===== config.mk =====
export PLATFORM = sky130hd
export DESIGN_NAME = vga_timing_gen_flat
export DESIGN_NICKNAME = d
export VERILOG_FILES = /design/src/rtl/vga_pkg.sv /design/src/rtl/vga_timing_gen_if.sv /design/src/rtl/vga_axis_cnt.sv /design/src/rtl/vga_timing_gen.sv /design/src/flat_wrapper.sv
export SDC_FILE = /design/constraint.sdc
export NUM_CORES = 1
export LEC_CHECK = 0
export BUFFER_PORTS_ARGS = -buffer_cell sky130_fd_sc_hd__buf_2
export CAP_MARGIN = 20
export CORE_ASPECT_RATIO = 0.6
export CORE_UTILIZATION = 40
export CTS_BUF_LIST = sky130_fd_sc_hd__clkbuf_16
export CTS_CLUSTER_DIAMETER = 40
export DETAILED_ROUTE_END_ITERATION = 8
export SKIP_LAST_GASP = 1
export SYNTH_ARGS = -nofsm -noshare
export SYNTH_HDL_FRONTEND = slang
export SYNTH_SLANG_ARGS = --single-unit

===== constraint.sdc =====
create_clock -name pclk -period 5 [get_ports pclk]
set_input_delay 0.5 -clock pclk [delete_from_list [all_inputs] [get_ports pclk]]
set_output_delay 0.5 -clock pclk [all_outputs]
set_load 0.01 [all_outputs]

===== src/rtl/vga_pkg.sv =====
// rtl/vga_pkg.sv - shared VGA 800x600@60 timing constants and count type
// Purpose: default raster timing for the 40 MHz pixel clock, shared with draw stages.
// Ports: none (package).
`timescale 1ns/1ps
package vga_pkg;

  localparam int CNT_W = 12;
  typedef logic [CNT_W-1:0] count_t;

  localparam int H_VISIBLE = 800;
  localparam int H_FPORCH  = 40;
  localparam int H_SYNC    = 128;
  localparam int H_BPORCH  = 88;
  localparam int H_TOTAL   = H_VISIBLE + H_FPORCH + H_SYNC + H_BPORCH;

  localparam int V_VISIBLE = 600;
  localparam int V_FPORCH  = 1;
  localparam int V_SYNC    = 4;
  localparam int V_BPORCH  = 23;
  localparam int V_TOTAL   = V_VISIBLE + V_FPORCH + V_SYNC + V_BPORCH;

  localparam int MAX_TOTAL = 1 << CNT_W;

endpackage


===== src/rtl/vga_timing_gen_if.sv =====
// rtl/vga_timing_gen_if.sv - VGA stream bus between timing source and draw stages
// Purpose: bundles the raster counts, sync/blank flags, colour and frame tick.
// Ports: master drives everything (timing generator / draw stage output),
//        slave observes everything (next draw stage / screen multiplexer).
`timescale 1ns/1ps
interface vga_timing_gen_if;
  import vga_pkg::*;

  count_t      hcount_out;
  logic        hsync_out;
  logic        hblnk_out;
  count_t      vcount_out;
  logic        vsync_out;
  logic        vblnk_out;
  logic [11:0] rgb_out;
  logic        frame_tick;

  modport master (
    output hcount_out, hsync_out, hblnk_out,
    output vcount_out, vsync_out, vblnk_out,
    output rgb_out, frame_tick
  );

  modport slave (
    input hcount_out, hsync_out, hblnk_out,
    input vcount_out, vsync_out, vblnk_out,
    input rgb_out, frame_tick
  );

endinterface


===== src/rtl/vga_axis_cnt.sv =====
// rtl/vga_axis_cnt.sv - one raster axis: wrapping counter with blank/sync decode
// Purpose: counts 0..TOTAL-1, stepping when en && inc; blank and sync flags are
//          decoded from the next count and registered with it, so they always
//          describe the count presented on cnt.
// Ports: clk, rst_n (async, active-low), en (global enable), inc (step request),
//        cnt (registered count), blnk, sync (registered flags),
//        wrap (combinational: the coming edge takes cnt from TOTAL-1 to 0).
`timescale 1ns/1ps
module vga_axis_cnt
  import vga_pkg::*;
#(
  parameter int TOTAL      = H_TOTAL,
  parameter int VISIBLE    = H_VISIBLE,
  parameter int SYNC_START = H_VISIBLE + H_FPORCH,
  parameter int SYNC_LEN   = H_SYNC,
  parameter bit POL        = 1'b1
) (
  input  logic   clk,
  input  logic   rst_n,
  input  logic   en,
  input  logic   inc,
  output count_t cnt,
  output logic   blnk,
  output logic   sync,
  output logic   wrap
);

  // Comparisons use one extra bit so a sync window ending exactly at 4096 still decodes.
  typedef logic [CNT_W:0] ext_t;
  localparam ext_t LAST     = ext_t'(TOTAL - 1);
  localparam ext_t VIS      = ext_t'(VISIBLE);
  localparam ext_t SYNC_BEG = ext_t'(SYNC_START);
  localparam ext_t SYNC_END = ext_t'(SYNC_START + SYNC_LEN);

  if (TOTAL > MAX_TOTAL) begin : g_total_chk
    $error("vga_axis_cnt: TOTAL exceeds 12-bit count range");
  end

  count_t cnt_q, cnt_d;
  logic   blnk_q, blnk_d;
  logic   sync_q, sync_d;
  logic   step;
  logic   at_last;
  logic   in_sync;

  assign step    = en & inc;
  assign at_last = ({1'b0, cnt_q} == LAST);
  assign wrap    = step & at_last;

  always_comb begin
    cnt_d = cnt_q;
    if (step) begin
      cnt_d = at_last ? '0 : cnt_q + 1'b1;
    end
    // When nothing steps cnt_d == cnt_q, so the decode reproduces the held flags.
    blnk_d  = ({1'b0, cnt_d} >= VIS);
    in_sync = ({1'b0, cnt_d} >= SYNC_BEG) && ({1'b0, cnt_d} < SYNC_END);
    sync_d  = POL ? in_sync : ~in_sync;
  end

  always_ff @(posedge clk or negedge rst_n) begin
    if (!rst_n) begin
      cnt_q  <= '0;
      blnk_q <= 1'b0;
      sync_q <= ~POL;
    end else begin
      cnt_q  <= cnt_d;
      blnk_q <= blnk_d;
      sync_q <= sync_d;
    end
  end

  assign cnt  = cnt_q;
  assign blnk = blnk_q;
  assign sync = sync_q;

endmodule


===== src/rtl/vga_timing_gen.sv =====
// rtl/vga_timing_gen.sv - VGA raster timing source (default 800x600@60, 40 MHz)
// Purpose: drives the VGA stream bus with aligned counts, sync/blank flags,
//          black rgb and a one-cycle frame-start tick.
// Ports: pclk (pixel clock), rst_n (async, active-low), en (0 freezes all outputs),
//        vga (master side of the VGA stream bus).
`timescale 1ns/1ps
module vga_timing_gen
  import vga_pkg::*;
#(
  parameter int H_VISIBLE = vga_pkg::H_VISIBLE,
  parameter int H_FPORCH  = vga_pkg::H_FPORCH,
  parameter int H_SYNC    = vga_pkg::H_SYNC,
  parameter int H_BPORCH  = vga_pkg::H_BPORCH,
  parameter int V_VISIBLE = vga_pkg::V_VISIBLE,
  parameter int V_FPORCH  = vga_pkg::V_FPORCH,
  parameter int V_SYNC    = vga_pkg::V_SYNC,
  parameter int V_BPORCH  = vga_pkg::V_BPORCH,
  parameter bit SYNC_POL  = 1'b1
) (
  input  logic              pclk,
  input  logic              rst_n,
  input  logic              en,
  vga_timing_gen_if.master  vga
);

  localparam int H_TOT = H_VISIBLE + H_FPORCH + H_SYNC + H_BPORCH;
  localparam int V_TOT = V_VISIBLE + V_FPORCH + V_SYNC + V_BPORCH;

  if (H_TOT > MAX_TOTAL) begin : g_h_chk
    $error("vga_timing_gen: H_TOTAL exceeds 4096");
  end
  if (V_TOT > MAX_TOTAL) begin : g_v_chk
    $error("vga_timing_gen: V_TOTAL exceeds 4096");
  end

  count_t h_cnt, v_cnt;
  logic   h_blnk, h_sync, h_wrap;
  logic   v_blnk, v_sync, v_wrap;
  logic   tick_q, tick_d;

  vga_axis_cnt #(
    .TOTAL      (H_TOT),
    .VISIBLE    (H_VISIBLE),
    .SYNC_START (H_VISIBLE + H_FPORCH),
    .SYNC_LEN   (H_SYNC),
    .POL        (SYNC_POL)
  ) u_h_cnt (
    .clk   (pclk),
    .rst_n (rst_n),
    .en    (en),
    .inc   (en),
    .cnt   (h_cnt),
    .blnk  (h_blnk),
    .sync  (h_sync),
    .wrap  (h_wrap)
  );

  vga_axis_cnt #(
    .TOTAL      (V_TOT),
    .VISIBLE    (V_VISIBLE),
    .SYNC_START (V_VISIBLE + V_FPORCH),
    .SYNC_LEN   (V_SYNC),
    .POL        (SYNC_POL)
  ) u_v_cnt (
    .clk   (pclk),
    .rst_n (rst_n),
    .en    (en),
    .inc   (h_wrap),
    .cnt   (v_cnt),
    .blnk  (v_blnk),
    .sync  (v_sync),
    .wrap  (v_wrap)
  );

  // Next counts are (0,0) exactly when the vertical axis wraps (which already
  // implies the horizontal wrap); with en low the tick holds like every other output.
  always_comb begin
    tick_d = tick_q;
    if (en) begin
      tick_d = v_wrap;
    end
  end

  always_ff @(posedge pclk or negedge rst_n) begin
    if (!rst_n) begin
      tick_q <= 1'b1;
    end else begin
      tick_q <= tick_d;
    end
  end

  assign vga.hcount_out = h_cnt;
  assign vga.hsync_out  = h_sync;
  assign vga.hblnk_out  = h_blnk;
  assign vga.vcount_out = v_cnt;
  assign vga.vsync_out  = v_sync;
  assign vga.vblnk_out  = v_blnk;
  assign vga.rgb_out    = 12'h000;
  assign vga.frame_tick = tick_q;

endmodule


===== src/flat_wrapper.sv =====
// flat-port wrapper written by rule: the top's interface ports become plain ports
module vga_timing_gen_flat import vga_pkg::*;
#(
  parameter int H_VISIBLE = vga_pkg::H_VISIBLE,
  parameter int H_FPORCH  = vga_pkg::H_FPORCH,
  parameter int H_SYNC    = vga_pkg::H_SYNC,
  parameter int H_BPORCH  = vga_pkg::H_BPORCH,
  parameter int V_VISIBLE = vga_pkg::V_VISIBLE,
  parameter int V_FPORCH  = vga_pkg::V_FPORCH,
  parameter int V_SYNC    = vga_pkg::V_SYNC,
  parameter int V_BPORCH  = vga_pkg::V_BPORCH,
  parameter bit SYNC_POL  = 1'b1
)
  (pclk, rst_n, en, vga_hcount_out, vga_hsync_out, vga_hblnk_out, vga_vcount_out, vga_vsync_out, vga_vblnk_out, vga_rgb_out, vga_frame_tick);
  vga_timing_gen_if vga_i ();
  input  logic pclk;
  input  logic rst_n;
  input  logic en;
  output wire logic [$bits(vga_i.hcount_out)-1:0] vga_hcount_out;
  output wire logic [$bits(vga_i.hsync_out)-1:0] vga_hsync_out;
  output wire logic [$bits(vga_i.hblnk_out)-1:0] vga_hblnk_out;
  output wire logic [$bits(vga_i.vcount_out)-1:0] vga_vcount_out;
  output wire logic [$bits(vga_i.vsync_out)-1:0] vga_vsync_out;
  output wire logic [$bits(vga_i.vblnk_out)-1:0] vga_vblnk_out;
  output wire logic [$bits(vga_i.rgb_out)-1:0] vga_rgb_out;
  output wire logic [$bits(vga_i.frame_tick)-1:0] vga_frame_tick;
  assign vga_hcount_out = vga_i.hcount_out;
  assign vga_hsync_out = vga_i.hsync_out;
  assign vga_hblnk_out = vga_i.hblnk_out;
  assign vga_vcount_out = vga_i.vcount_out;
  assign vga_vsync_out = vga_i.vsync_out;
  assign vga_vblnk_out = vga_i.vblnk_out;
  assign vga_rgb_out = vga_i.rgb_out;
  assign vga_frame_tick = vga_i.frame_tick;
  vga_timing_gen #(.H_VISIBLE(H_VISIBLE), .H_FPORCH(H_FPORCH), .H_SYNC(H_SYNC), .H_BPORCH(H_BPORCH), .V_VISIBLE(V_VISIBLE), .V_FPORCH(V_FPORCH), .V_SYNC(V_SYNC), .V_BPORCH(V_BPORCH), .SYNC_POL(SYNC_POL)) u_core (.pclk(pclk), .rst_n(rst_n), .en(en), .vga(vga_i));
endmodule

Word level (Yosys, flattened, before mapping)
Index checks and enable logic that the tools add are counted.
Word-level totals
  register bits after elaboration: 29
  latch bits: 0
  memory bits (writable): 0
  memory bits (read-only): 0
  bits of input ports: 3
  output and inout bits: 41
  word-level logic and storage cells: 26
  memories kept: 0
Operators by class
  add/sub/neg operators: 2
  $mul: 0
  divide/modulo/power cells: 0
  magnitude comparators: 6
  eq/ne operators: 2
  shift operators: 0
  muxes and demuxes: 4
  bitwise operators: 3
  reduce and logical (&&, ||, !) cells: 2
Operator list (number)
  greater-or-equal comparator 12 x 10 -> 1 bit (second input constant): 4
  2-to-1 mux 12 bit: 4
  adder 12 x 1 -> 12 bit (second input constant): 2
  less-than comparator 12 x 10 -> 1 bit (second input constant): 2
  == test 12 x 10 -> 1 bit (second input constant): 1
  == test 12 x 11 -> 1 bit (second input constant): 1
  AND 1 bit: 3
  logical AND 1 bit: 2

Logic depth before layout (Yosys ltp)
Gate-level depths: netlist of run 1.
  depth in word-level cells: 6
  mapped depth: 8
  depth with buffers taken out: 7

By module
From an unflattened synthesis of run 1, not the netlist that was laid out.
Second synthesis, totals
  cells, all modules: 192
  area, all modules: 1898.1 um2
Modules (own cells, without submodules)
  vga_axis_cnt (u_core.u_v_cnt): times used 1, cells an instance 92, area an instance 938.4 um2, sequential area each 350.3 um2
  vga_axis_cnt (u_core.u_h_cnt): times used 1, cells an instance 85, area an instance 824.5 um2, sequential area each 350.3 um2
  vga_timing_gen: times used 1, cells an instance 15, area an instance 135.1 um2, sequential area each 26.3 um2

Worst setup path before layout of run 1
Ideal clock, no wire load.
  kind: reg-to-reg
  start: register u_core.u_v_cnt.cnt_q[0] (netlist: u_core.u_v_cnt.cnt[0])
  end: register u_core.u_v_cnt.sync_q (netlist: u_core.u_v_cnt.sync)
  setup time: 0.096 ns
  arrival time: 2.164 ns
  required time: 4.904 ns
  setup slack: 2.740 ns
  cell stages (with the launch flop): 9
  path buffers: 1
  clock period less this slack: 2.260 ns
  cell sequence: dfrtp_1 -> ha_1 -> and3b_1 -> and3_1 -> buf_2 -> or4_4 -> a22oi_2 -> nand3_1 -> nor4_2
Between the ends
  word-level cells in the longest chain between the ends: 5
  elaborated cells on any way between the ends: 7
  those cells by class: 1 x add/sub; 2 x order compare; 1 x eq/ne; 2 x mux; 1 x reduce/logical
Ends and longest elaborated chain
  start: declaration: RTL line vga_axis_cnt.sv:39  | count_t cnt_q, cnt_d;
  start signal: assignment: RTL line vga_axis_cnt.sv:67  | cnt_q <= cnt_d;
  adder 12 x 1 -> 12 bit or == test 12 x 10 -> 1 bit (tied branches): RTL line vga_axis_cnt.sv:53, vga_axis_cnt.sv:47
  2-to-1 mux 12 bit: RTL line vga_axis_cnt.sv:53  | cnt_d = at_last ? '0 : cnt_q + 1'b1;
  2-to-1 mux 12 bit (*): RTL line vga_axis_cnt.sv:52  | if (step) begin
  greater-or-equal comparator 12 x 10 -> 1 bit or less-than comparator 12 x 10 -> 1 bit (tied branches): RTL line vga_axis_cnt.sv:57  | in_sync = ({1'b0, cnt_d} >= SYNC_BEG) && ({1'b0, cnt_d} < SYNC_END);
  logical AND 1 bit (*): RTL line vga_axis_cnt.sv:57
  named net u_core.u_v_cnt.in_sync: RTL line vga_axis_cnt.sv:44  | logic in_sync;
  end signal: assignment: RTL line vga_axis_cnt.sv:65  | sync_q <= ~POL;
  end signal: assignment: RTL line vga_axis_cnt.sv:69  | sync_q <= sync_d;
  end: declaration: RTL line vga_axis_cnt.sv:41  | logic sync_q, sync_d;
Mark *: on every way through the listed nets, which the timed path passes. The rest lies on a longest branch.
A chain may end at the register's enable or synchronous reset.

Worst setup path in the final report of run 1
  start: register u_core.u_h_cnt.cnt_q[0] (netlist: u_core.u_h_cnt.cnt[0])
  end: register u_core.u_v_cnt.sync_q (netlist: u_core.u_v_cnt.sync)
Between the ends
  word-level cells in the longest chain between the ends: 6
  elaborated cells on any way between the ends: 7
  those cells by class: 2 x order compare; 1 x eq/ne; 1 x mux; 2 x bitwise; 1 x reduce/logical
Ends and longest elaborated chain
  start: declaration: RTL line vga_axis_cnt.sv:39
  start signal: assignment: RTL line vga_axis_cnt.sv:67
  == test 12 x 11 -> 1 bit (*): RTL line vga_axis_cnt.sv:47  | assign at_last = ({1'b0, cnt_q} == LAST);
  AND 1 bit (*): RTL line vga_axis_cnt.sv:48  | assign wrap = step & at_last;
  AND 1 bit (*): RTL line vga_axis_cnt.sv:46  | assign step = en & inc;
  2-to-1 mux 12 bit (*): RTL line vga_axis_cnt.sv:52
  greater-or-equal comparator 12 x 10 -> 1 bit or less-than comparator 12 x 10 -> 1 bit (tied branches): RTL line vga_axis_cnt.sv:57
  logical AND 1 bit (*): RTL line vga_axis_cnt.sv:57
  named net u_core.u_v_cnt.in_sync: RTL line vga_axis_cnt.sv:44
Marks and branches as above.

==> impl_metrics.json, run 1 <==
{
  "critical_path_cell_by_cell": "ha_1, and4_1, nand3_2, or4_4, a22oi_2, nand3_1, nor4_2",
  "synth_top_cell_by_area": "sky130_fd_sc_hd__dfrtp_1",
  "critical_path_required_ps": 5170,
  "cts_tree": "yes",
  "area_growth_syn_to_layout_pct": 17.41,
  "cellLeakagePower_uw": 0.0009771,
  "cts_resized": 0,
  "route.detailed.vias_per_inst": 5.700,
  "detailedRoute.firstIterationViolations": 98,
  "peakVddDrop_mv": 0.1524,
  "core_outline_area_um2": 3807,
  "chipHeight_um": 51.79,
  "overflow": 0,
  "clkSinkCount": 29,
  "fin_setup_tns_ps": 0,
  "dieWidth_um": 84.99,
  "finalMaxSlewViolations": 0,
  "final-hold-violation-count": 0,
  "fmax_ghz": 0.4031,
  "pin_count_of_the_biggest_net_entering_global_routing": 30,
  "fill_cells": 350,
  "synthMostInstantiatedCell": "sky130_fd_sc_hd__dfrtp_1",
  "cts.root.buffer_cell": "sky130_fd_sc_hd__clkbuf_16",
  "grt_pass1_wl_um": 6596,
  "synth.lib_cells_used.distinct": 50,
  "first_global_vias": 1285,
  "synthesized_instance_count": 165,
  "synthTopCellsByCount": "28 x sky130_fd_sc_hd__dfrtp_1, 17 x sky130_fd_sc_hd__nand2_1, 12 x sky130_fd_sc_hd__buf_4",
  "routabilityCongestion": 0.8544,
  "synth-main-ff-cell": "sky130_fd_sc_hd__dfrtp_1",
  "worst_setup_hold_path_clk_slew_ps": 50,
  "finalSetupViolations": 0,
  "drt-wirelength-per-cell_um": 16.01,
  "cts.path.max_buffers": 2,
  "setup_repair_after_global_routing_missed_its_margin": "false",
  "worst_clock_skew_ps": 3.275,
  "pwr_density_cell_nw_per_um2": 346.8,
  "cts_post_setup_buffers_inserted": 0,
  "post-route-period-util": 0.4961,
  "worst_setup_path_end_kind": "flop",
  "finalNetCount": 204,
  "critPathKind": "flop to flop",
  "ys_async_sr_fraction": 1.000,
  "post_synth.cell_area_avg_um2": 10.02,
  "outcome": "complete, no violations",
  "port_buffers": 31,
  "drt-pass1-iter-count": 4,
  "critical-path-max-stage-delay_ps": 610,
  "number_of_enable_flip_flop_cells_after_synthesis": 0,
  "num_vias": 1408,
  "cts.htree.levels": 2,
  "maxCapViolations": 0,
  "io_pins": 44,
  "ys_seq_area_frac": 0.4398,
  "drtAntennaViolNets": 0,
  "synth_top_cell_area_share": 0.4239,
  "startpoint_type": "flop",
  "drt-total-wl_um": 3954,
  "critical_path_arrival_ps": 2650,
  "tightestPinTransition_ps": 645.2,
  "numCtsBuffers": 5,
  "rows": 17,
  "path_max_fanout": 13,
  "synth-warning-count": 0,
  "slowest_stage": "sky130_fd_sc_hd__or4_4",
  "worstSkewPairLatency_ps": 270,
  "detailed_route_drc_error_count": 0,
  "slew_headroom": 0.5699,
  "syn_area_um2": 1653,
  "netlist_top_cells_area": "sky130_fd_sc_hd__dfrtp_1 42%, sky130_fd_sc_hd__buf_4 5.5%, sky130_fd_sc_hd__nand2_1 3.9%, sky130_fd_sc_hd__xnor2_1 3.2%, sky130_fd_sc_hd__xor2_1 3.2%",
  "layout-drive-gt1-share": 0.2450,
  "gr-usage-all-layers": 0.2028,
  "initial_standard_cell_utilization_of_the_core": 0.4341,
  "n_antenna_cell": 0,
  "fp.dieArea_um2": 4401,
  "report.power.total_uw": 672.9,
  "hold_buffers": 0,
  "postSynthRegisterBits": 29,
  "worst_reg2reg_path_length_in_cells": 7,
  "dp_wirelength_um": 2955,
  "period_minus_slack_ps": 2481,
  "grt_antenna_before_repair": 0,
  "hp-class": "input port to asynchronous set/reset pin"
}
routing by layer:
layer  vias up  GRT usage  part of all wire
met1       689     0.3002              0.52
met5         -          0                 0
met4         0    0.05932            0.0086
met3         7    0.06667             0.079
li1        654          -                 -
met2        58     0.2769              0.39
path summary, 6_finish.rpt:
check / start / end / slack [ps]
worst min-delay path: rst_n / u_core.u_h_cnt.cnt[7]$_DFF_PN0_ / 260
max in group asynchronous: rst_n / u_core.u_h_cnt.sync$_DFF_PN0_ / 4320
worst max-delay path: u_core.u_h_cnt.cnt[0]$_DFF_PN0_ / u_core.u_v_cnt.sync$_DFF_PN0_ / 2520
worst min register to register: u_core.vga.frame_tick$_DFFE_PN1P_ / u_core.vga.frame_tick$_DFFE_PN1P_ / 470
worst max register to register: u_core.u_h_cnt.cnt[0]$_DFF_PN0_ / u_core.u_v_cnt.sync$_DFF_PN0_ / 2520
min in group pclk: u_core.vga.frame_tick$_DFFE_PN1P_ / u_core.vga.frame_tick$_DFFE_PN1P_ / 470
worst max-delay path, delay by kind of cell (launching register included):
family                     cells  cell delay, ps
adders and majority gates      1             210
DFF                            1             400
AOI/OAI and AO/OA              1             180
and+or+nand+nor                5            1590
cell type report:
type                            instances  area (um^2)  area share
Multi-Input combinational cell        124        833.3      0.4294
Tap cell                               47        58.81     0.03030
Timing Repair Buffer                   31        155.1     0.07995
Clock buffer                            5        125.1     0.06447
Inverter                                8        30.03     0.01547
Sequential cell                        29        726.9      0.3746
Clock inverter                          3        11.26    0.005803
cell families after synthesis:
logic type,share of synthesized area
AO/OA/AOI/OAI,0.1151
XOR/XNOR,0.06359
adder cells (fa/ha/maj),0.01514
buffers and inverters,0.08100
flip-flops,0.4398
multiplexers,0.01287
other,0.002269
AND/OR/NAND/NOR,0.2703
report_power, final:
part / total (uW) / leakage (uW) / switching, uW / internal, uW
clock: 274 / 0.0000738 / 95.7 / 178
sequential: 291 / 0.000375 / 35.6 / 256
combinational: 108 / 0.000528 / 63.1 / 44.6
total: 673 / 0.000977 / 194 / 479
layout by cell type, fill, tap and decap left out, drive strengths merged, types with 2 or more instances in the layout:
cell type and instances:
a21o 3, a21oi 2, a2bb2oi 2, a31oi 3, and3 3, and4 2, buf 31, clkbuf 5
conb 12, dfrtp 28, ha 2, inv 10, nand2 17, nand2b 2, nand3 10, nand4 6
nor2 2, nor3 7, nor4 3, nor4b 4, o21ai 8, o31ai 2, or3 3, or4b 3
xnor2 6, xor2 6
sequential cells by signal, indices dropped and copies added (netlist names):
signal,flops
u_core.u_h_cnt.cnt,12
u_core.u_v_cnt.cnt,12
u_core.u_h_cnt.blnk,1
u_core.u_h_cnt.sync,1
u_core.u_v_cnt.blnk,1
u_core.u_v_cnt.sync,1
u_core.vga.frame_tick,1
through the flow:
stage               cells  instance area (um^2)  hold slack, ps  worst slack (ps)  utilization
floorplan             176                  1694           204.4              2740            -
global placement      239                  1804           474.3              2568       0.4739
detailed placement    239                  1804           472.4              2503       0.4739
CTS                   247                  1941           285.0              2545       0.5097
global route          247                  1941           323.6              2330       0.5097
finish                247                  1941           256.2              2519       0.5097
(Power assumes the default switching activity.)
==> run 2, diff against run 1 <==
--- a/config.mk
+++ b/config.mk
@@ -5,6 +5,7 @@
 export SDC_FILE = /design/constraint.sdc
 export NUM_CORES = 1
 export LEC_CHECK = 0
+export ABC_AREA = 1
 export BUFFER_PORTS_ARGS = -buffer_cell sky130_fd_sc_hd__buf_2
 export CAP_MARGIN = 20
 export CORE_ASPECT_RATIO = 0.6
==> constraint.sdc (replaced) <==
create_clock -name pclk -period 2.4 [get_ports pclk]
set_input_delay 0.24 -clock pclk [delete_from_list [all_inputs] [get_ports pclk]]
set_output_delay 0.24 -clock pclk [all_outputs]
set_load 0.01 [all_outputs]
==> run 2 against run 1 <==
Against the previous run:
- power increased by 140%
- clock-buffer cell count is the same
- the flow now finishes with violations (hold timing)
- cell count up 51%
- clock skew grew 2.4 ps
- sequential power grew 130%
==> impl_metrics.json, run 2 <==
{
  "outcome": "finished with violations",
  "violations": "hold timing",
  "register_area_um2": 726.9,
  "timing.hold.ws_ps": -7.021,
  "finalNetCount": 318,
  "final-hold-violation-count": 10,
  "detailed_route_drc_error_count": 0,
  "critical-path-max-stage-delay_ps": 410,
  "power.net_switching_uw": 569.9,
  "timing.critical_path.depth": 11,
  "rows": 18,
  "numCtsBuffers": 5,
  "synth_top_cell_area_share": 0.3714,
  "peakVddDrop_mv": 0.3442,
  "regToRegStartpoint": "u_core.u_h_cnt.cnt[0]$_DFF_PN0_",
  "pin_count_of_the_biggest_net_entering_global_routing": 30,
  "mostFrequentLayoutCell": "sky130_fd_sc_hd__nand2_1",
  "synthesized_instance_count": 278,
  "most-common-layout-cells": "89 x sky130_fd_sc_hd__nand2_1, 42 x sky130_fd_sc_hd__inv_1, 35 x sky130_fd_sc_hd__nor2_1, 31 x sky130_fd_sc_hd__buf_2, 28 x sky130_fd_sc_hd__dfrtp_1",
  "cts_post_setup_buffers_inserted": 0,
  "fp.dieArea_um2": 5005,
  "finalSetupViolations": 0,
  "multiInputGateArea_um2": 925.9,
  "tightestPinTransition_ps": 655.2,
  "fmax_ghz": 0.4695,
  "synthTopCellsByCount": "89 x sky130_fd_sc_hd__nand2_1, 42 x sky130_fd_sc_hd__inv_1, 35 x sky130_fd_sc_hd__nor2_1",
  "cp_delay_by_family_top": "simple AND/OR/NAND/NOR gates",
  "ys_seq_area_frac": 0.3853,
  "area_growth_syn_to_layout_pct": 16.05,
  "pwr_density_cell_nw_per_um2": 751.0,
  "maxCapViolations": 0,
  "synth_top_cell_by_area": "sky130_fd_sc_hd__dfrtp_1",
  "synth-main-ff-cell": "sky130_fd_sc_hd__dfrtp_1",
  "worst_reg2reg_path_length_in_cells": 11,
  "netlist_top_cells_area": "sky130_fd_sc_hd__dfrtp_1 37%, sky130_fd_sc_hd__nand2_1 18%, sky130_fd_sc_hd__inv_1 8.4%, sky130_fd_sc_hd__nor2_1 7.0%, sky130_fd_sc_hd__nand3_1 6.1%",
  "finalWorstSetupSlack_ps": 270.3,
  "pwr-share-comb": 0.241,
  "worst_clock_skew_ps": 5.656,
  "finalMaxSlewViolations": 0,
  "cellLeakagePower_uw": 0.001241,
  "drtAntennaViolNets": 0,
  "ff2ff_setup_slack_ps": 270,
  "critical_path_arrival_ps": 2330,
  "worst_setup_path_end_kind": "flop",
  "dieWidth_um": 90.67,
  "grt_antenna_before_repair": 0,
  "drt-total-wl_um": 4381,
  "overflow": 0,
  "layout-drive-gt1-share": 0.1752,
  "cts.htree.levels": 2,
  "dp_wirelength_um": 3389,
  "first_global_vias": 1489,
  "period_minus_slack_ps": 2130,
  "fill_cells": 447,
  "postSynthRegisterBits": 29,
  "fin_setup_tns_ps": 0,
  "cell_occurring_most_often_along_the_worst_timing_path": "sky130_fd_sc_hd__nand2_1",
  "synthMostInstantiatedCell": "sky130_fd_sc_hd__nand2_1",
  "io_pins": 44,
  "ys_async_sr_fraction": 1.000,
  "critPathKind": "flop to flop",
  "synth-warning-count": 0,
  "pre_cts_slack_ps": 310.0,
  "hp-class": "input port to asynchronous set/reset pin",
  "critical_path_required_ps": 2600,
  "switching_share": 0.3466,
  "critical_path_cell_by_cell": "ha_1, nand3_2, nor2_2, nand3_2, nand2_1, inv_1, nor2_1, nand2_1, nor2_2, nand3_1, nand2_1",
  "port_buffers": 31,
  "grt_pass1_wl_um": 7465,
  "worstSkewPairLatency_ps": 270,
  "drt-pass1-iter-count": 5,
  "drt-wirelength-per-cell_um": 11.71,
  "gr-usage-all-layers": 0.1943,
  "path_max_fanout": 20,
  "cts.path.max_buffers": 2,
  "worst_setup_hold_path_clk_slew_ps": 50,
  "slew_headroom": 0.5632,
  "slowest_stage": "sky130_fd_sc_hd__dfrtp_1",
  "p_clk_frac": 0.358,
  "clkSinkCount": 29,
  "number_of_enable_flip_flop_cells_after_synthesis": 0,
  "detailedRoute.firstIterationViolations": 163,
  "worst-path-buf-inv": 1,
  "synth.lib_cells_used.distinct": 24,
  "cts.root.buffer_cell": "sky130_fd_sc_hd__clkbuf_16",
  "n_antenna_cell": 0,
  "core_outline_area_um2": 4302,
  "post-route-period-util": 0.8874,
  "sequential_group_share_of_total_power": 0.401,
  "routabilityCongestion": 0.8295,
  "route.detailed.vias_per_inst": 4.602,
  "initial_standard_cell_utilization_of_the_core": 0.4386,
  "chipHeight_um": 55.20,
  "num_vias": 1721,
  "cts_resized": 0,
  "post_synth.cell_area_avg_um2": 6.787,
  "p_int_uw": 1075,
  "hold_buffers": 0,
  "startpoint_type": "flop",
  "syn_area_um2": 1887,
  "setup_repair_after_global_routing_missed_its_margin": "false",
  "cts_tree": "yes",
  "worst_r2r_endpoint": "u_core.u_v_cnt.blnk$_DFF_PN0_"
}
## run 2: cells by family (layout without fill, tap and decap cells)
| logic type | Yosys count | count (layout) | synth area share |
|---|---|---|---|
| and+or+nand+nor | 166 | 166 | 0.3806 |
| buffers and inverters | 59 | 84 | 0.1459 |
| DFF | 29 | 29 | 0.3853 |
| AOI/OAI and AO/OA | 14 | 14 | 0.04045 |
| xor gates and xnor gates | 7 | 7 | 0.03249 |
| adders and majority gates | 2 | 2 | 0.01326 |
| other | 1 | 12 | 0.001987 |
## run 2: area by class of cell
type | instances | share of cell area
Sequential cell | 29 | 0.3320
Tap cell | 60 | 0.03429
Timing Repair Buffer | 31 | 0.07086
Multi-Input combinational cell | 201 | 0.4229
Clock inverter | 3 | 0.005714
Inverter | 45 | 0.07714
Clock buffer | 5 | 0.05714
## run 2: power by group through the flow
stage | combinational (uW) | clock, uW | sequential, uW
after floorplan | 247 | 0 | 683
after global routing | 454 | 628 | 676
final | 397 | 588 | 659
after CTS | 400 | 599 | 658
after detailed placement | 397 | 0 | 664
after global placement | 400 | 0 | 669
## run 2: routing by layer
layer	GRT usage	share of wire	vias to the layer above
li1	-	-	894
met1	0.3287	0.59	766
met2	0.2262	0.34	59
met3	0.05510	0.070	2
met4	0.04839	0.0043	0
met5	0	0	-
## run 2: worst max path at each step
stage                               startpoint                             to
6_report       u_core.u_h_cnt.cnt[0]$_DFF_PN0_  u_core.u_v_cnt.blnk$_DFF_PN0_
2_1_floorplan  u_core.u_h_cnt.cnt[0]$_DFF_PN0_  u_core.u_v_cnt.sync$_DFF_PN0_
3_3_place_gp   u_core.u_h_cnt.cnt[0]$_DFF_PN0_  u_core.u_v_cnt.blnk$_DFF_PN0_
3_5_place_dp   u_core.u_h_cnt.cnt[0]$_DFF_PN0_  u_core.u_v_cnt.blnk$_DFF_PN0_
5_1_grt        u_core.u_h_cnt.cnt[0]$_DFF_PN0_  u_core.u_v_cnt.sync$_DFF_PN0_
4_1_cts        u_core.u_h_cnt.cnt[0]$_DFF_PN0_  u_core.u_v_cnt.blnk$_DFF_PN0_
## run 2: worst register-to-register path, delay by kind of cell, from the launching register on
family | cells | cell delay [ps]
and+or+nand+nor | 9 | 1410
DFF | 1 | 410
adders and majority gates | 1 | 210
buffers and inverters | 1 | 50
## run 2: per-stage QoR
step | total power [uW] | instances | cell area (um^2) | utilization | hold WS [ps]
floorplan | 929.7 | 289 | 1928 | - | -55.59
CTS | 1657 | 374 | 2190 | 0.5090 | 17.90
finish | 1644 | 374 | 2190 | 0.5090 | -7.021
global placement | 1068 | 366 | 2052 | 0.4770 | 307.2
global route | 1757 | 374 | 2190 | 0.5090 | 43.33
detailed placement | 1061 | 366 | 2052 | 0.4770 | 306.5
==> run 3, diff against run 2 <==
--- a/config.mk
+++ b/config.mk
@@ -13,6 +13,7 @@
 export CTS_BUF_LIST = sky130_fd_sc_hd__clkbuf_16
 export CTS_CLUSTER_DIAMETER = 40
 export DETAILED_ROUTE_END_ITERATION = 8
+export PLACE_DENSITY = 0.74
 export SKIP_LAST_GASP = 1
 export SYNTH_ARGS = -nofsm -noshare
 export SYNTH_HDL_FRONTEND = slang
==> run 3 against run 2 <==
Against the previous run:
- the run still ends with hold timing left
- hold slack lost 7.6 ps
- flip-flop and latch count is the same
- global-route usage shrank 0.49 points
- cell count is the same
- critical path type unchanged
- worst setup slack gained 59 ps
- design area grew 1.5%
- combinational power is essentially flat
- highest routed layer unchanged
==> impl_metrics.json, run 3 (synthesis results as in run 2) <==
{
  "outcome": "finished with violations",
  "violations": "hold timing",
  "mostFrequentLayoutCell": "sky130_fd_sc_hd__nand2_1",
  "cts_tree": "yes",
  "drt-wirelength-per-cell_um": 11.89,
  "worst_reg2reg_path_length_in_cells": 11,
  "critPathKind": "flop to flop",
  "overflow": 0,
  "finalNonFillerCells": 374,
  "worst_setup_hold_path_clk_slew_ps": 60,
  "cts.path.max_buffers": 2,
  "n_antenna_cell": 0,
  "area_growth_syn_to_layout_pct": 17.84,
  "slew_headroom": 0.5666,
  "grt_pass1_wl_um": 7320,
  "rows": 18,
  "initial_standard_cell_utilization_of_the_core": 0.4386,
  "period_minus_slack_ps": 2070,
  "pwr_density_cell_nw_per_um2": 801.6,
  "pwr-share-comb": 0.223,
  "drt-total-wl_um": 4448,
  "path_max_fanout": 20,
  "port_buffers": 31,
  "timing.hold.ws_ps": -14.64,
  "setup_repair_after_global_routing_missed_its_margin": "false",
  "dieWidth_um": 90.67,
  "pin_count_of_the_biggest_net_entering_global_routing": 30,
  "first_global_vias": 1477,
  "postPlaceCellArea_um2": 2052,
  "io_pins": 44,
  "worst_setup_path_end_kind": "flop",
  "finalSetupViolations": 0,
  "p_int_uw": 1190,
  "worstSkewPairLatency_ps": 280,
  "chipHeight_um": 55.20,
  "tightestPinTransition_ps": 650.1,
  "startpoint_type": "flop",
  "grt_antenna_before_repair": 0,
  "peakVddDrop_mv": 0.6564,
  "detailed_route_drc_error_count": 0,
  "critical_path_arrival_ps": 2280,
  "cts_resized": 0,
  "fp.dieArea_um2": 5005,
  "routabilityCongestion": 0.8518,
  "route.detailed.vias_per_inst": 4.545,
  "post-route-period-util": 0.8627,
  "switching_share": 0.3323,
  "hp-class": "input port to asynchronous set/reset pin",
  "p_clk_frac": 0.403,
  "num_vias": 1700,
  "cts.htree.levels": 2,
  "report.power.total_uw": 1782,
  "most-common-layout-cells": "89 x sky130_fd_sc_hd__nand2_1, 42 x sky130_fd_sc_hd__inv_1, 35 x sky130_fd_sc_hd__nor2_1, 31 x sky130_fd_sc_hd__buf_2, 28 x sky130_fd_sc_hd__dfrtp_1",
  "dp_wirelength_um": 3394,
  "fmax_ghz": 0.4830,
  "hold_buffers": 0,
  "critical_path_required_ps": 2610,
  "place.detailed.instances": 366,
  "cts_post_setup_buffers_inserted": 0,
  "drt-pass1-iter-count": 4,
  "layout-drive-gt1-share": 0.1815,
  "power.net_switching_uw": 592.3,
  "finalNetCount": 318,
  "cellLeakagePower_uw": 0.001252,
  "worst_clock_skew_ps": 7.281,
  "clkSinkCount": 29,
  "fin_area_um2": 2223,
  "sequential_group_share_of_total_power": 0.374,
  "maxCapViolations": 0,
  "finalMaxSlewViolations": 0,
  "gr-usage-all-layers": 0.1894,
  "final-hold-violation-count": 28,
  "detailedRoute.firstIterationViolations": 90,
  "core_outline_area_um2": 4302,
  "fin_setup_tns_ps": 0,
  "numCtsBuffers": 5,
  "drtAntennaViolNets": 0,
  "cts.root.buffer_cell": "sky130_fd_sc_hd__clkbuf_16"
}
## run 3: cell types whose count changed in the layout (fill, tap and decap cells not counted), sizes merged
cell and delta:
clkinv -2, bufinv +1, clkinvlp +1
## run 3: cell type report
class / count / area (um^2)
inverters: 45 / 168.9
clock inverters: 3 / 46.29
repair buffers: 31 / 155.1
fillers: 426 / 2078
multi-input cells: 201 / 925.9
well taps: 60 / 75.07
clock buffers: 5 / 125.1
flip-flops and latches: 29 / 726.9
## run 3: critical path, stage by stage, from the launching register on
cell and delay (ps):
sky130_fd_sc_hd__dfrtp_1 420, sky130_fd_sc_hd__ha_1 220, sky130_fd_sc_hd__nand3_2 150, sky130_fd_sc_hd__nor2_2 150, sky130_fd_sc_hd__nand3_2 300, sky130_fd_sc_hd__nand2_1 160, sky130_fd_sc_hd__inv_1 50, sky130_fd_sc_hd__nor2_1 160
sky130_fd_sc_hd__nand2_1 100, sky130_fd_sc_hd__nor2_2 110, sky130_fd_sc_hd__nand2_1 80, sky130_fd_sc_hd__nor2_1 100
## run 3: metrics by stage
step | hold slack (ps) | util | setup WS, ps
2_1_floorplan | -55.59 | - | 725.8
4_1_cts | 20.13 | 0.5169 | 340.6
3_3_place_gp | 300.4 | 0.4770 | 474.0
3_5_place_dp | 317.2 | 0.4770 | 393.8
5_1_grt | 29.10 | 0.5169 | 144.0
6_report | -14.64 | 0.5169 | 329.6
## run 3: power groups by stage
stage | combinational [uW] | clock (uW) | sequential [uW]
2_1_floorplan | 247 | 0 | 683
3_3_place_gp | 386 | 0 | 666
3_5_place_dp | 397 | 0 | 668
4_1_cts | 398 | 732 | 662
5_1_grt | 446 | 757 | 674
6_report | 397 | 719 | 666
## run 3: path summary, 6_finish.rpt
path	startpoint	endpoint	slack [ps]
max in group asynchronous	rst_n	u_core.u_v_cnt.cnt[10]$_DFF_PN0_	1990
worst max-delay path	u_core.u_h_cnt.cnt[0]$_DFF_PN0_	u_core.u_v_cnt.sync$_DFF_PN0_	330
worst min-delay path	rst_n	u_core.u_h_cnt.cnt[7]$_DFF_PN0_	-10
min in group pclk	en	u_core.u_h_cnt.cnt[0]$_DFF_PN0_	250
worst min register to register	u_core.vga.frame_tick$_DFFE_PN1P_	u_core.vga.frame_tick$_DFFE_PN1P_	510
worst max register to register	u_core.u_h_cnt.cnt[0]$_DFF_PN0_	u_core.u_v_cnt.sync$_DFF_PN0_	330
## run 3: metal layers
metal	track usage	part of all wire
met1	0.3072	0.56
met2	0.2294	0.37
met3	0.06198	0.066
met4	0.04839	0.0063
met5	0	0
